[src/rtl/adder_tree_diff_node_if.sv]
// adder_tree_diff_node_if: input (a/b) and output (out/out_ovf) valid/ready channels
// of one difference node. The node takes the slave side; the producer/consumer the master side.
interface adder_tree_diff_node_if #(
    parameter int IN_BITS  = 16,
    parameter int OUT_BITS = 17
);
    logic                in_valid;
    logic                in_ready;
    logic [IN_BITS-1:0]  a;
    logic [IN_BITS-1:0]  b;
    logic                out_valid;
    logic                out_ready;
    logic [OUT_BITS-1:0] out;
    logic                out_ovf;

    modport slave (
        input  in_valid, a, b, out_ready,
        output in_ready, out_valid, out, out_ovf
    );

    modport master (
        output in_valid, a, b, out_ready,
        input  in_ready, out_valid, out, out_ovf
    );
endinterface

[src/rtl/adder_tree_diff_node.sv]
// adder_tree_diff_node: pipelined out = ext(a) - (ext(b) << B_SHIFT) with valid/ready
// handshake and an out-of-range flag.
// Build option: ADDER_TREE_DIFF_SAT_EN clamps overflowed results instead of wrapping;
// it only touches the output-stage data, latency and handshake are unchanged.
module adder_tree_diff_node #(
    parameter int IN_BITS         = 16,
    parameter int OUT_BITS        = 17,
    parameter int SIGN_EXT        = 1,
    parameter int B_SHIFT         = 1,
    parameter int REGISTER_MIDDLE = 1
) (
    input  logic                   clk,
    input  logic                   rst_n,
    adder_tree_diff_node_if.slave  bus
);
    // One guard bit above OUT_BITS holds the true sign / borrow of the difference.
    localparam int W    = OUT_BITS + 1;
    localparam int LS_W = OUT_BITS / 2;
    localparam int MS_W = W - LS_W;

    // Half-finished subtraction handed from the low-half stage to the output stage.
    typedef struct packed {
        logic [LS_W-1:0] ls;
        logic            borrow;
        logic [MS_W-1:0] a_ms;
        logic [MS_W-1:0] b_ms;
    } split_t;

    logic [W-1:0]        a_ext;
    logic [W-1:0]        b_ext;
    logic [W-1:0]        b_sh;
    logic [LS_W:0]       ls_diff;
    split_t              split_in;
    split_t              s1;
    logic                s1_valid;
    logic                out_free;
    logic [MS_W-1:0]     ms_diff;
    logic [W-1:0]        diff;
    logic                ovf;
    logic [OUT_BITS-1:0] res;

    // Extend both operands, shift b, and subtract the low LS_W bits keeping the borrow.
    always_comb begin
        if (SIGN_EXT != 0) begin
            a_ext = {{(W-IN_BITS){bus.a[IN_BITS-1]}}, bus.a};
            b_ext = {{(W-IN_BITS){bus.b[IN_BITS-1]}}, bus.b};
        end else begin
            a_ext = {{(W-IN_BITS){1'b0}}, bus.a};
            b_ext = {{(W-IN_BITS){1'b0}}, bus.b};
        end
        b_sh            = b_ext << B_SHIFT;
        ls_diff         = {1'b0, a_ext[LS_W-1:0]} - {1'b0, b_sh[LS_W-1:0]};
        split_in.ls     = ls_diff[LS_W-1:0];
        split_in.borrow = ls_diff[LS_W];
        split_in.a_ms   = a_ext[W-1:LS_W];
        split_in.b_ms   = b_sh[W-1:LS_W];
    end

    // The output register can take a new entry when empty or when its entry leaves now.
    assign out_free = !bus.out_valid || bus.out_ready;

    generate
        if (REGISTER_MIDDLE != 0) begin : g_mid
            // Middle register: loads when empty or when its entry moves to the output stage.
            always_ff @(posedge clk) begin
                if (!rst_n) begin
                    s1_valid <= 1'b0;
                end else if (!s1_valid || out_free) begin
                    s1_valid <= bus.in_valid;
                    if (bus.in_valid) begin
                        s1 <= split_in;
                    end
                end
            end

            // Combinational in out_ready so a streaming pipe never inserts bubbles.
            assign bus.in_ready = !s1_valid || out_free;
        end else begin : g_flat
            assign s1_valid     = bus.in_valid;
            assign s1           = split_in;
            assign bus.in_ready = out_free;
        end
    endgenerate

    // Finish the high half with the carried borrow, flag overflow and form the result.
    always_comb begin
        ms_diff = s1.a_ms - s1.b_ms - {{(MS_W-1){1'b0}}, s1.borrow};
        diff    = {ms_diff, s1.ls};
        if (SIGN_EXT != 0) begin
            ovf = diff[W-1] ^ diff[W-2];
        end else begin
            ovf = diff[W-1];
        end
        res = diff[OUT_BITS-1:0];
`ifdef ADDER_TREE_DIFF_SAT_EN
        if (ovf) begin
            if (SIGN_EXT != 0) begin
                // diff[W-1] is the sign of the exact difference.
                res = diff[W-1] ? {1'b1, {(OUT_BITS-1){1'b0}}}
                                : {1'b0, {(OUT_BITS-1){1'b1}}};
            end else begin
                res = '0;
            end
        end
`endif
    end

    // Output register: holds out/out_ovf stable while stalled, drains to empty otherwise.
    always_ff @(posedge clk) begin
        if (!rst_n) begin
            bus.out_valid <= 1'b0;
            bus.out       <= '0;
            bus.out_ovf   <= 1'b0;
        end else if (out_free) begin
            bus.out_valid <= s1_valid;
            if (s1_valid) begin
                bus.out     <= res;
                bus.out_ovf <= ovf;
            end
        end
    end
endmodule

[src/flat_wrapper.sv]
// flat-port wrapper written by rule: the top's interface ports become plain ports
module adder_tree_diff_node_flat 
#(
    parameter int IN_BITS         = 16,
    parameter int OUT_BITS        = 17,
    parameter int SIGN_EXT        = 1,
    parameter int B_SHIFT         = 1,
    parameter int REGISTER_MIDDLE = 1
)
  (clk, rst_n, bus_in_valid, bus_a, bus_b, bus_out_ready, bus_in_ready, bus_out_valid, bus_out, bus_out_ovf);
  adder_tree_diff_node_if #(.IN_BITS(IN_BITS), .OUT_BITS(OUT_BITS)) bus_i ();
  input  logic clk;
  input  logic rst_n;
  input wire logic [$bits(bus_i.in_valid)-1:0] bus_in_valid;
  input wire logic [$bits(bus_i.a)-1:0] bus_a;
  input wire logic [$bits(bus_i.b)-1:0] bus_b;
  input wire logic [$bits(bus_i.out_ready)-1:0] bus_out_ready;
  output wire logic [$bits(bus_i.in_ready)-1:0] bus_in_ready;
  output wire logic [$bits(bus_i.out_valid)-1:0] bus_out_valid;
  output wire logic [$bits(bus_i.out)-1:0] bus_out;
  output wire logic [$bits(bus_i.out_ovf)-1:0] bus_out_ovf;
  assign bus_i.in_valid = bus_in_valid;
  assign bus_i.a = bus_a;
  assign bus_i.b = bus_b;
  assign bus_i.out_ready = bus_out_ready;
  assign bus_in_ready = bus_i.in_ready;
  assign bus_out_valid = bus_i.out_valid;
  assign bus_out = bus_i.out;
  assign bus_out_ovf = bus_i.out_ovf;
  adder_tree_diff_node #(.IN_BITS(IN_BITS), .OUT_BITS(OUT_BITS), .SIGN_EXT(SIGN_EXT), .B_SHIFT(B_SHIFT), .REGISTER_MIDDLE(REGISTER_MIDDLE)) u_core (.clk(clk), .rst_n(rst_n), .bus(bus_i));
endmodule
[config.mk]
export PLATFORM = sky130hd
export DESIGN_NAME = adder_tree_diff_node_flat
export DESIGN_NICKNAME = d
export VERILOG_FILES = /design/src/rtl/adder_tree_diff_node_if.sv /design/src/rtl/adder_tree_diff_node.sv /design/src/flat_wrapper.sv
export SDC_FILE = /design/constraint.sdc
export NUM_CORES = 1
export LEC_CHECK = 0
export CAP_MARGIN = 20
export CORE_AREA = 2 2 70 72
export DETAILED_ROUTE_END_ITERATION = 6
export DIE_AREA = 0 0 72 74
export GPL_ROUTABILITY_DRIVEN = 0
export PLACE_DENSITY_LB_ADDON = 0.08
export REMOVE_ABC_BUFFERS = 1
export SLEW_MARGIN = 20
export SYNTH_ARGS = -nofsm -noshare
export SYNTH_HDL_FRONTEND = slang
export SYNTH_SLANG_ARGS = --single-unit
[constraint.sdc]
create_clock -name clk -period 5.15 [get_ports clk]
set_input_delay 1.545 -clock clk [delete_from_list [all_inputs] [get_ports clk]]
set_output_delay 1.545 -clock clk [all_outputs]
set_load 0.01 [all_outputs]
# After elaboration in Yosys (flattened, before gate mapping)

Cells that the tools add are included.

Output and inout port bits: 20
Bits of input ports: 36
Register bits: 46
Word-level logic and storage cells: 18

Reduce and logical (&&, ||, !) cells: 6
Bitwise operators: 1
Add/subtract/negate cells: 3

Operator list:

| cell                        | number |
|---|---|
| subtractor 10 x 1 -> 10 bit | 1 |
| subtractor 8 x 9 -> 10 bit  | 1 |
| subtractor 8 x 8 -> 9 bit   | 1 |
| AND reduction 3 bit         | 1 |
| logical NOT 1 bit           | 2 |
| logical OR 1 bit            | 2 |
| AND reduction 2 bit         | 1 |
| XOR 1 bit                   | 1 |

# Longest topological paths before layout

Gate-level depths: netlist (run 1).

Depth after elaboration: 4
Gate-level depth with buffers: 10
Mapped depth without buffers: 10

# Worst setup path before layout (run 1)

No wires, ideal clock.

Kind: input-to-output
Start point: in bus_out_ready
End point: out bus_in_ready
Setup slack: 1.719 ns
Buffers on the path: 0
Arrival: 1.886 ns
Cell stages on the path: 2
Path through: nor2b_1 nand2_1

Word-level cells in the longest chain between the ends: 2

Ends and longest elaborated chain:

| what               | RTL line                   | source |
|---|---|---|
| start: declaration | flat_wrapper.sv:17         | `input wire logic [$bits(bus_i.out_ready)-1:0] bus_out_ready;` |
| logical OR 1 bit   | adder_tree_diff_node.sv:60 | `assign out_free = !bus.out_valid \|\| bus.out_ready;` |
| logical OR 1 bit   | adder_tree_diff_node.sv:77 | `assign bus.in_ready = !s1_valid \|\| out_free;` |
| end: declaration   | flat_wrapper.sv:18         | `output wire logic [$bits(bus_i.in_ready)-1:0] bus_in_ready;` |

Every way passes these cells.

# Final worst setup path (run 1)

Same ends and word-level chain as after synthesis.

==> impl_metrics.env, run 1 <==
export IMPL_critPathSlowestCell="clkdlybuf4s50_1"
export IMPL_irDropWorstVdd_v=0.0002048
export IMPL_drv_slew=0
export IMPL_max_freq_mhz=231.0
export IMPL_grt_pass1_wl_mm=6.699
export IMPL_cts_buffers=5
export IMPL_swShare=0.2493
export IMPL_area_growth_pct=29.01
export IMPL_chipWidth_um=72
export IMPL_hold_path_end="u_core.bus.out[7]"
export IMPL_io_buffers=55
export IMPL_r2r_end="u_core.bus.out_ovf"
export IMPL_cellPowerDensity_mw_per_mm2=262.9
export IMPL_ios=56
export IMPL_track_usage=0.1630
export IMPL_dp_cells=325
export IMPL_hold_path_class="reg2reg"
export IMPL_worstSetupStartpointType="primary input"
export IMPL_start_util=0.5140
export IMPL_required_ns=3.61
export IMPL_cp_arrival_ns=2.78
export IMPL_final_nets=340
export IMPL_whs_ns=0.4698
export IMPL_r2r_setup_slack_ns=2.72
export IMPL_tns_ns=0
export IMPL_ys_warn_count=0
export IMPL_vias_per_cell=4.940
export IMPL_setup_viol=0
export IMPL_instances_no_fill=333
export IMPL_cap_violations=0
export IMPL_cpLargestDelayFamily="buffers and inverters"
export IMPL_dp_slack_ns=0.8267
export IMPL_worstPathCellList="clkdlybuf4s50_1 > nor2b_1 > nand2_1 > clkdlybuf4s50_1"
export IMPL_cp_end_kind="output pin"
export IMPL_worstMarginPinSlew_ns=0.9438
export IMPL_core_mm2=0.004598
export IMPL_via_count=1645
export IMPL_ant_nets=0
export IMPL_grt_max_degree=23
export IMPL_ys_ff_latch=46
export IMPL_dr_pass1_iters=4
export IMPL_min_period_ns=4.329
export IMPL_clk_latency_ns=0.29
export IMPL_status="finished clean"
export IMPL_cpPeakStageDelay_ns=0.48
export IMPL_total_power_w=0.0008016
export IMPL_yosysSeqAreaShare=0.4997
export IMPL_cts_num_sinks=46
export IMPL_power_frac_clock=0.256
export IMPL_syn_area_per_cell_um2=10.74
export IMPL_wl_per_cell_um=11.88
export IMPL_fin_worst_skew_ns=0.003266
export IMPL_mappedNetlistArea_mm2=0.002364
export IMPL_leakage_nw=1.287
export IMPL_htreeDepth=2
export IMPL_die_h_um=74
export IMPL_drive_gt1_frac=0.04301
export IMPL_antenna_cells=0
export IMPL_p_sw_w=0.0001998
export IMPL_cts_tree="built"
export IMPL_holdPathStages=2
export IMPL_max_slew_margin=0.3695
export IMPL_crit_buf_inv=2
export IMPL_p_seq_frac=0.528
export IMPL_clockRootBuffer="clkbuf_8"
export IMPL_grt_setup_unrepaired="false"
export IMPL_initialDrtViolationCount=31
export IMPL_grt_antenna_before_repair=0
export IMPL_post_cts_buffers=0
export IMPL_clock_path_buffers=2
export IMPL_setup_ws_ns=0.8207
export IMPL_ys_types=35
export IMPL_fin_crit_sh=0.8406
export IMPL_hp_start="u_core.bus.out[7]"
export IMPL_drc=0
export IMPL_cp_max_fo=5
export IMPL_die_area_mm2=0.005328
export IMPL_overflow=0
export IMPL_path_clk_slew_ns=0.08
export IMPL_fp_row_count=25
export IMPL_holdBufCountCts=0
export IMPL_cpMostUsedCell="clkdlybuf4s50_1"
export IMPL_detailed_place_hpwl_mm=3.031
export IMPL_finalHoldViolCount=0
export IMPL_postCtsResizedCells=0
export IMPL_reg2reg_from="u_core.s1[10]"
export IMPL_synthCells=220
export IMPL_p_comb_frac=0.217
export IMPL_r2r_cells=8
export IMPL_finalWirelength_mm=3.955
export IMPL_grt_pass1_vias=1554
export IMPL_p_int_w=0.0006018
export IMPL_criticalPathCategory="in2out"
[cells in the mapped netlist]
cell type	count	share of area
a211oi_1	1	0.0032
a211oi_2	1	0.0053
a21boi_0	10	0.032
a21o_1	3	0.0095
a21oi_1	5	0.011
a31oi_1	1	0.0026
a31oi_4	1	0.0090
and2_1	5	0.013
and3_1	1	0.0026
buf_2	2	0.0042
clkbuf_1	3	0.0048
dfxtp_1	20	0.17
edfxtp_1	26	0.33
fa_1	3	0.025
ha_1	23	0.12
inv_1	34	0.054
nand2_1	29	0.046
nand2b_1	4	0.011
nand3_1	4	0.0085
nand3b_1	1	0.0032
nor2_1	4	0.0064
nor2b_1	5	0.013
nor3_1	1	0.0021
nor3b_2	1	0.0053
nor4b_1	1	0.0037
o211a_1	2	0.0085
o211ai_2	1	0.0053
o21a_1	1	0.0032
o21ai_0	9	0.019
o21ai_1	3	0.0064
o21ai_2	1	0.0037
or2b_1	1	0.0032
xnor2_1	7	0.026
xnor3_1	1	0.0095
xor2_1	5	0.019
[area by class of cell]
type                       instances  area (µm²)
tap                               54       67.56
inverter                          34       127.6
clock buffer                       6       72.57
clock inverter                     2       8.758
timing repair buffer              56       558.0
fill                             389        1549
multi-input combinational        135        1033
sequential                        46        1181
[routing by layer]
metal  GRT usage  wire length, µm  vias up
met5           0                0        -
met4     0.05660               72        0
met1      0.2000             1795      754
met3     0.05014              190        7
li1            -                -      848
met2      0.2757             1897       36
[worst max path at each step]
stage                        startpoint      endpoint  slack (ns)  depth (start not counted)
after global placement    bus_out_ready  bus_in_ready        0.84                          4
after floorplan           bus_out_ready  bus_in_ready        1.72                          2
after CTS                 bus_out_ready  bus_in_ready        0.82                          4
after global routing      bus_out_ready  bus_in_ready        0.75                          4
final                     bus_out_ready  bus_in_ready        0.82                          4
after detailed placement  bus_out_ready  bus_in_ready        0.83                          4
[placed cells by master (no fill, tap or decap), types with 2 or more instances in the layout]
cell type        instances
fa_1                     3
xnor2_1                  7
clkbuf_8                 5
nand2b_1                 4
xor2_1                   5
dfxtp_1                 20
nand3_1                  4
a21o_1                   3
o21ai_0                  9
a21boi_0                10
o21ai_1                  3
nor2_1                   4
nor2b_1                  5
nand2_1                 29
o211a_1                  2
and2_1                   5
edfxtp_1                26
a21oi_1                  5
clkdlybuf4s50_1         55
inv_1                   34
ha_1                    23
[registers in the layout, summed over array words and instances, names as in the netlist]
signal                cells
u_core.bus.out_valid      1
u_core.s1_valid           1
u_core.bus.out_ovf        1
u_core.s1                18
u_core.bus.out           17
u_core.diff               8
[tightest hold or removal path, delay by kind of cell, from the launching register on]
| kind | cells | cell delay [ns] |
|---|---|---|
| AOI/OAI and AO/OA | 1 | 0.06 |
| and+or+nand+nor | 1 | 0.04 |
| DFF | 1 | 0.31 |
[stage by stage]
| stage | util | area (µm²) |
|---|---|---|
| after detailed placement | 0.6454 | 2968 |
| after CTS | 0.6631 | 3049 |
| final | 0.6631 | 3049 |
| after floorplan | - | 2342 |
| after global routing | 0.6631 | 3049 |
| after global placement | 0.6454 | 2968 |
[cells by family (layout without fill, tap and decap cells)]
| family | Yosys count | in the layout | share of synthesized area |
|---|---|---|---|
| AOI/OAI and AO/OA | 39 | 39 | 0.1180 |
| DFF | 46 | 46 | 0.4997 |
| and+or+nand+nor | 57 | 57 | 0.1180 |
| buffers and inverters | 39 | 98 | 0.06300 |
| adders and majority gates | 26 | 26 | 0.1472 |
| xor gates and xnor gates | 13 | 13 | 0.05400 |
[power groups by stage]
stage	registers [W]	clock network [W]	logic [W]
final	0.000423	0.000205	0.000174
after global routing	0.000425	0.000228	0.000195
after CTS	0.000423	0.000213	0.000176
after detailed placement	0.000432	0	0.000175
after global placement	0.000431	0	0.000171
after floorplan	0.000435	0	0.000100
(Power assumes the default switching activity.)
==> run 2: changes to the inputs <==
--- a/config.mk
+++ b/config.mk
@@ -6,9 +6,9 @@
 export NUM_CORES = 1
 export LEC_CHECK = 0
 export CAP_MARGIN = 20
-export CORE_AREA = 2 2 70 72
+export CORE_AREA = 2 2 72 74
 export DETAILED_ROUTE_END_ITERATION = 6
-export DIE_AREA = 0 0 72 74
+export DIE_AREA = 0 0 74 76
 export GPL_ROUTABILITY_DRIVEN = 0
 export PLACE_DENSITY_LB_ADDON = 0.08
 export REMOVE_ABC_BUFFERS = 1
==> constraint.sdc (replaced) <==
create_clock -name clk -period 4.5 [get_ports clk]
set_input_delay 1.35 -clock clk [delete_from_list [all_inputs] [get_ports clk]]
set_output_delay 1.35 -clock clk [all_outputs]
set_load 0.01 [all_outputs]
==> run 2 against run 1 <==
Against the previous run:
- wire length decreased by 7.4%
- largest power group unchanged
- clock power grew 35%
- die area grew 5.6%
- cell count is 5.1% higher
- combinational power up 14%
- highest routed layer unchanged
- critical path type unchanged
- worst setup slack worse by 0.27 ns
==> impl_metrics.env, run 2 (same netlist as run 1, synthesis figures left out) <==
export IMPL_status="finished clean"
export IMPL_max_freq_mhz=253.4
export IMPL_required_ns=3.15
export IMPL_post_cts_buffers=0
export IMPL_p_seq_frac=0.505
export IMPL_die_area_mm2=0.005624
export IMPL_cp_end_kind="output pin"
export IMPL_p_int_w=0.0007232
export IMPL_io_buffers=55
export IMPL_overflow=0
export IMPL_mostFrequentLayoutCell="clkdlybuf4s50_1"
export IMPL_antenna_cells=0
export IMPL_drc=0
export IMPL_power_frac_clock=0.289
export IMPL_chipWidth_um=74
export IMPL_finalHoldViolCount=0
export IMPL_drv_slew=0
export IMPL_initialDrtViolationCount=107
export IMPL_worstPathCellList="clkdlybuf4s50_1 > nor2b_1 > nand2_1 > clkdlybuf4s50_1"
export IMPL_regMostFlops="u_core.s1"
export IMPL_htreeDepth=2
export IMPL_p_comb_frac=0.207
export IMPL_grt_pass1_vias=1523
export IMPL_clockRootBuffer="clkbuf_8"
export IMPL_cp_num_cells=4
export IMPL_cp_startpoint="bus_out_ready"
export IMPL_clock_path_buffers=2
export IMPL_swShare=0.2441
export IMPL_vias_per_cell=4.600
export IMPL_min_period_ns=3.947
export IMPL_r2r_cells=8
export IMPL_via_count=1610
export IMPL_setup_viol=0
export IMPL_endpoint="bus_in_ready"
export IMPL_crit_buf_inv=2
export IMPL_grt_pass1_wl_mm=6.492
export IMPL_holdBufCountCts=0
export IMPL_r2r_setup_slack_ns=2.09
export IMPL_tns_ns=0
export IMPL_irDropWorstVdd_v=0.0001793
export IMPL_ant_nets=0
export IMPL_fp_row_count=26
export IMPL_max_slew_margin=0.5158
export IMPL_track_usage=0.1439
export IMPL_r2r_end="u_core.bus.out_ovf"
export IMPL_cpPeakStageDelay_ns=0.48
export IMPL_finalWirelength_mm=3.662
export IMPL_area_growth_pct=31.13
export IMPL_fin_worst_skew_ns=0.007404
export IMPL_cellPowerDensity_mw_per_mm2=308.7
export IMPL_cts_num_sinks=46
export IMPL_hold_path_class="reg2reg"
export IMPL_cp_arrival_ns=2.60
export IMPL_cpLargestDelayFamily="buffers and inverters"
export IMPL_grt_setup_unrepaired="false"
export IMPL_core_mm2=0.004912
export IMPL_cap_violations=0
export IMPL_dr_pass1_iters=4
export IMPL_cts_buffers=5
export IMPL_largest_reg_flops=18
export IMPL_mostFrequentLayoutCells="clkdlybuf4s50_1, inv_1, nand2_1, edfxtp_1, ha_1"
export IMPL_worstMarginPinSlew_ns=0.7264
export IMPL_criticalPathCategory="in2out"
export IMPL_path_clk_slew_ns=0.08
export IMPL_start_util=0.4812
export IMPL_drive_gt1_frac=0.05357
export IMPL_detailed_place_hpwl_mm=2.743
export IMPL_fin_crit_sh=0.8771
export IMPL_postCtsResizedCells=0
export IMPL_leakage_nw=1.305
export IMPL_ios=56
export IMPL_worstSetupStartpointType="primary input"
export IMPL_holdPathStages=2
export IMPL_clk_latency_ns=0.29
export IMPL_cp_max_fo=5
export IMPL_final_util=0.6309
export IMPL_final_nets=341
export IMPL_critPathSlowestCell="clkdlybuf4s50_1"
export IMPL_p_sw_w=0.0002335
export IMPL_reg2reg_from="u_core.s1[10]"
export IMPL_grt_max_degree=27
export IMPL_cts_tree="built"
export IMPL_wl_per_cell_um=10.46
export IMPL_die_h_um=76
export IMPL_cpMostUsedCell="clkdlybuf4s50_1"
export IMPL_grt_antenna_before_repair=0
-- run 2: cell count changes in the layout (fill, tap and decap cells not counted) --
cell / previous run / this run
clkinv_1: 1 / 0
buf_4: 1 / 2
clkbuf_1: 1 / 0
clkbuf_16: 0 / 1
clkinv_2: 1 / 2
-- run 2: cell type report --
cell class | count | area [µm²]
multi-input cells | 135 | 1033
repair buffers | 57 | 565.5
well taps | 70 | 87.58
clock buffers | 6 | 93.84
flip-flops and latches | 46 | 1181
clock inverters | 2 | 10.01
inverters | 34 | 127.6
fillers | 415 | 1813
-- run 2: worst reg2reg max path: stages, from the launching register on --
cell and delay (ns):
edfxtp_1 0.40, fa_1 0.46, fa_1 0.43, nor3b_2 0.23, o21ai_2 0.11, a31oi_4 0.21
xnor3_1 0.25, xor2_1 0.15, o21ai_1 0.07
-- run 2: through the flow --
step           total power (W)  instance area [µm²]  worst slack (ns)  hold WS [ns]  instances
2_1_floorplan        0.0006124                 2342             1.460        0.4816        215
3_3_place_gp         0.0006901                 2995            0.5824        0.4494        342
3_5_place_dp         0.0006933                 2995            0.5607        0.4565        342
4_1_cts              0.0009719                 3099            0.5567        0.4689        350
5_1_grt               0.001013                 3099            0.4929        0.4935        350
6_report             0.0009567                 3099            0.5530        0.4682        350
-- run 2: worst min-delay path by stage --
| stage | start | to | slack (ns) |
|---|---|---|---|
| final | u_core.bus.out[15] | u_core.bus.out[15] | 0.47 |
| after global routing | u_core.bus.out_ovf | u_core.bus.out_ovf | 0.49 |
| after CTS | u_core.bus.out_ovf | u_core.bus.out_ovf | 0.47 |
| after detailed placement | u_core.bus.out_ovf | u_core.bus.out_ovf | 0.46 |
| after global placement | u_core.bus.out_ovf | u_core.bus.out_ovf | 0.45 |
| after floorplan | u_core.bus.out[15] | u_core.bus.out[15] | 0.48 |
-- run 2: power by group through the flow --
stage / sequential, W / combinational [W] / clock [W]
after floorplan: 0.000497 / 0.000115 / 0
after global placement: 0.000492 / 0.000198 / 0
after detailed placement: 0.000493 / 0.000200 / 0
after CTS: 0.000483 / 0.000201 / 0.000287
after global routing: 0.000486 / 0.000224 / 0.000303
final: 0.000483 / 0.000198 / 0.000276
-- run 2: per-layer routing --
metal / global-route usage / share of wire / vias up / routed length, µm
met5: 0 / 0 / - / 0
met4: 0.03273 / 0.0066 / 0 / 24
met3: 0.03704 / 0.047 / 4 / 171
met2: 0.2321 / 0.46 / 44 / 1689
met1: 0.1933 / 0.48 / 719 / 1776
li1: - / - / 843 / -
==> run 3: changes to the inputs <==
--- a/config.mk
+++ b/config.mk
@@ -10,6 +10,7 @@
 export DETAILED_ROUTE_END_ITERATION = 6
 export DIE_AREA = 0 0 74 76
 export GPL_ROUTABILITY_DRIVEN = 0
+export MAX_ROUTING_LAYER = met4
 export PLACE_DENSITY_LB_ADDON = 0.08
 export REMOVE_ABC_BUFFERS = 1
 export SLEW_MARGIN = 20
==> run 3 against run 2 <==
Against the previous run:
- worst hold slack hardly changed
- worst setup slack better by 0.0078 ns
- clock skew hardly changed
- combinational power hardly changed
- power hardly changed
- wire length hardly changed
- critical path type unchanged
- critical endpoint unchanged
- largest cell class unchanged
==> impl_metrics.env, run 3 (same netlist as run 1, synthesis figures left out) <==
export IMPL_status="finished clean"
export IMPL_chipWidth_um=74
export IMPL_vias_per_cell=4.603
export IMPL_cap_violations=0
export IMPL_ant_nets=0
export IMPL_r2r_cells=8
export IMPL_clockRootBuffer="clkbuf_8"
export IMPL_postCtsResizedCells=0
export IMPL_post_cts_buffers=0
export IMPL_final_area_mm2=0.003099
export IMPL_initialDrtViolationCount=103
export IMPL_holdPathStages=2
export IMPL_finalWirelength_mm=3.661
export IMPL_setup_ws_ns=0.5609
export IMPL_die_area_mm2=0.005624
export IMPL_dr_pass1_iters=4
export IMPL_wl_per_cell_um=10.46
export IMPL_grt_pass1_wl_mm=6.492
export IMPL_mostFrequentLayoutCells="clkdlybuf4s50_1, inv_1, nand2_1, edfxtp_1, ha_1"
export IMPL_die_h_um=76
export IMPL_largest_reg_flops=18
export IMPL_clk_latency_ns=0.29
export IMPL_path_clk_slew_ns=0.08
export IMPL_final_fill_count=415
export IMPL_crit_buf_inv=2
export IMPL_final_nets=341
export IMPL_max_slew_margin=0.5198
export IMPL_dp_slack_ns=0.5607
export IMPL_antenna_cells=0
export IMPL_cts_num_sinks=46
export IMPL_track_usage=0.1479
export IMPL_overflow=0
export IMPL_irDropWorstVdd_v=0.0001793
export IMPL_hold_path_class="reg2reg"
export IMPL_detailed_place_hpwl_mm=2.743
export IMPL_core_mm2=0.004912
export IMPL_grt_max_degree=27
export IMPL_max_freq_mhz=253.9
export IMPL_drive_gt1_frac=0.05357
export IMPL_drc=0
export IMPL_total_power_w=0.0009567
export IMPL_min_period_ns=3.939
export IMPL_htreeDepth=2
export IMPL_grt_setup_unrepaired="false"
export IMPL_leakage_nw=1.305
export IMPL_cp_end_kind="output pin"
export IMPL_required_ns=3.15
export IMPL_regMostFlops="u_core.s1"
export IMPL_r2r_setup_slack_ns=2.09
export IMPL_worstMarginPinSlew_ns=0.7203
export IMPL_area_growth_pct=31.13
export IMPL_drv_slew=0
export IMPL_finalHoldViolCount=0
export IMPL_cp_num_cells=4
export IMPL_holdBufCountCts=0
export IMPL_setup_viol=0
export IMPL_cts_buffers=5
export IMPL_mostFrequentLayoutCell="clkdlybuf4s50_1"
export IMPL_hp_start="u_core.bus.out[15]"
export IMPL_io_buffers=55
export IMPL_cp_startpoint="bus_out_ready"
export IMPL_clock_path_buffers=2
export IMPL_cpLargestDelayFamily="buffers and inverters"
export IMPL_criticalPathCategory="in2out"
export IMPL_place_area_mm2=0.002995
export IMPL_cts_tree="built"
export IMPL_ios=56
export IMPL_cpPeakStageDelay_ns=0.48
export IMPL_grt_pass1_vias=1525
export IMPL_fin_crit_sh=0.8754
export IMPL_fp_row_count=26
export IMPL_tns_ns=0
export IMPL_grt_antenna_before_repair=0
export IMPL_cpMostUsedCell="clkdlybuf4s50_1"
export IMPL_cp_arrival_ns=2.59
export IMPL_worstSetupStartpointType="primary input"
export IMPL_cp_max_fo=5
export IMPL_cellPowerDensity_mw_per_mm2=308.7
export IMPL_worstPathCellList="clkdlybuf4s50_1 > nor2b_1 > nand2_1 > clkdlybuf4s50_1"
export IMPL_start_util=0.4812
export IMPL_reg2reg_from="u_core.s1[10]"
export IMPL_critPathSlowestCell="clkdlybuf4s50_1"
export IMPL_fin_worst_skew_ns=0.007374
export IMPL_via_count=1611
==> run 3: path summary, 6_finish.rpt <==
kind                                      endpoint
worst max-delay path                  bus_in_ready
worst min register to register  u_core.bus.out[15]
worst min-delay path            u_core.bus.out[15]
worst max register to register  u_core.bus.out_ovf
==> run 3: area by class of cell <==
type / instances / area [µm²] / share of cell area
well taps: 70 / 87.58 / 0.02826
clock inverters: 2 / 10.01 / 0.003230
repair buffers: 57 / 565.5 / 0.1825
inverters: 34 / 127.6 / 0.04118
flip-flops and latches: 46 / 1181 / 0.3811
clock buffers: 6 / 93.84 / 0.03028
multi-input cells: 135 / 1033 / 0.3335
==> run 3: per-stage QoR <==
step / util / cells / hold slack, ns
finish: 0.6309 / 350 / 0.4681
global route: 0.6309 / 350 / 0.4935
CTS: 0.6309 / 350 / 0.4689
detailed placement: 0.6098 / 342 / 0.4565
global placement: 0.6098 / 342 / 0.4494
floorplan: - / 215 / 0.4816
==> run 3: routing by layer <==
metal | GRT usage | wire length (µm) | up-vias
met4 | 0.03273 | 24 | 0
met3 | 0.03704 | 168 | 4
met5 | - | 0 | -
li1 | - | - | 843
met1 | 0.1933 | 1778 | 720
met2 | 0.2321 | 1689 | 44
==> run 3: worst register-to-register path, cell delays in order (launching register included) <==
cell and delay [ns]:
edfxtp_1 0.40, fa_1 0.46, fa_1 0.43, nor3b_2 0.23
o21ai_2 0.11, a31oi_4 0.21, xnor3_1 0.25, xor2_1 0.15
o21ai_1 0.07
==> run 3: report_power, final <==
group / switching (W) / leakage [nW] / internal [W]
sequential: 0.00000983 / 0.408 / 0.000473
combinational: 0.0000888 / 0.842 / 0.000109
clock: 0.000135 / 0.0561 / 0.000141
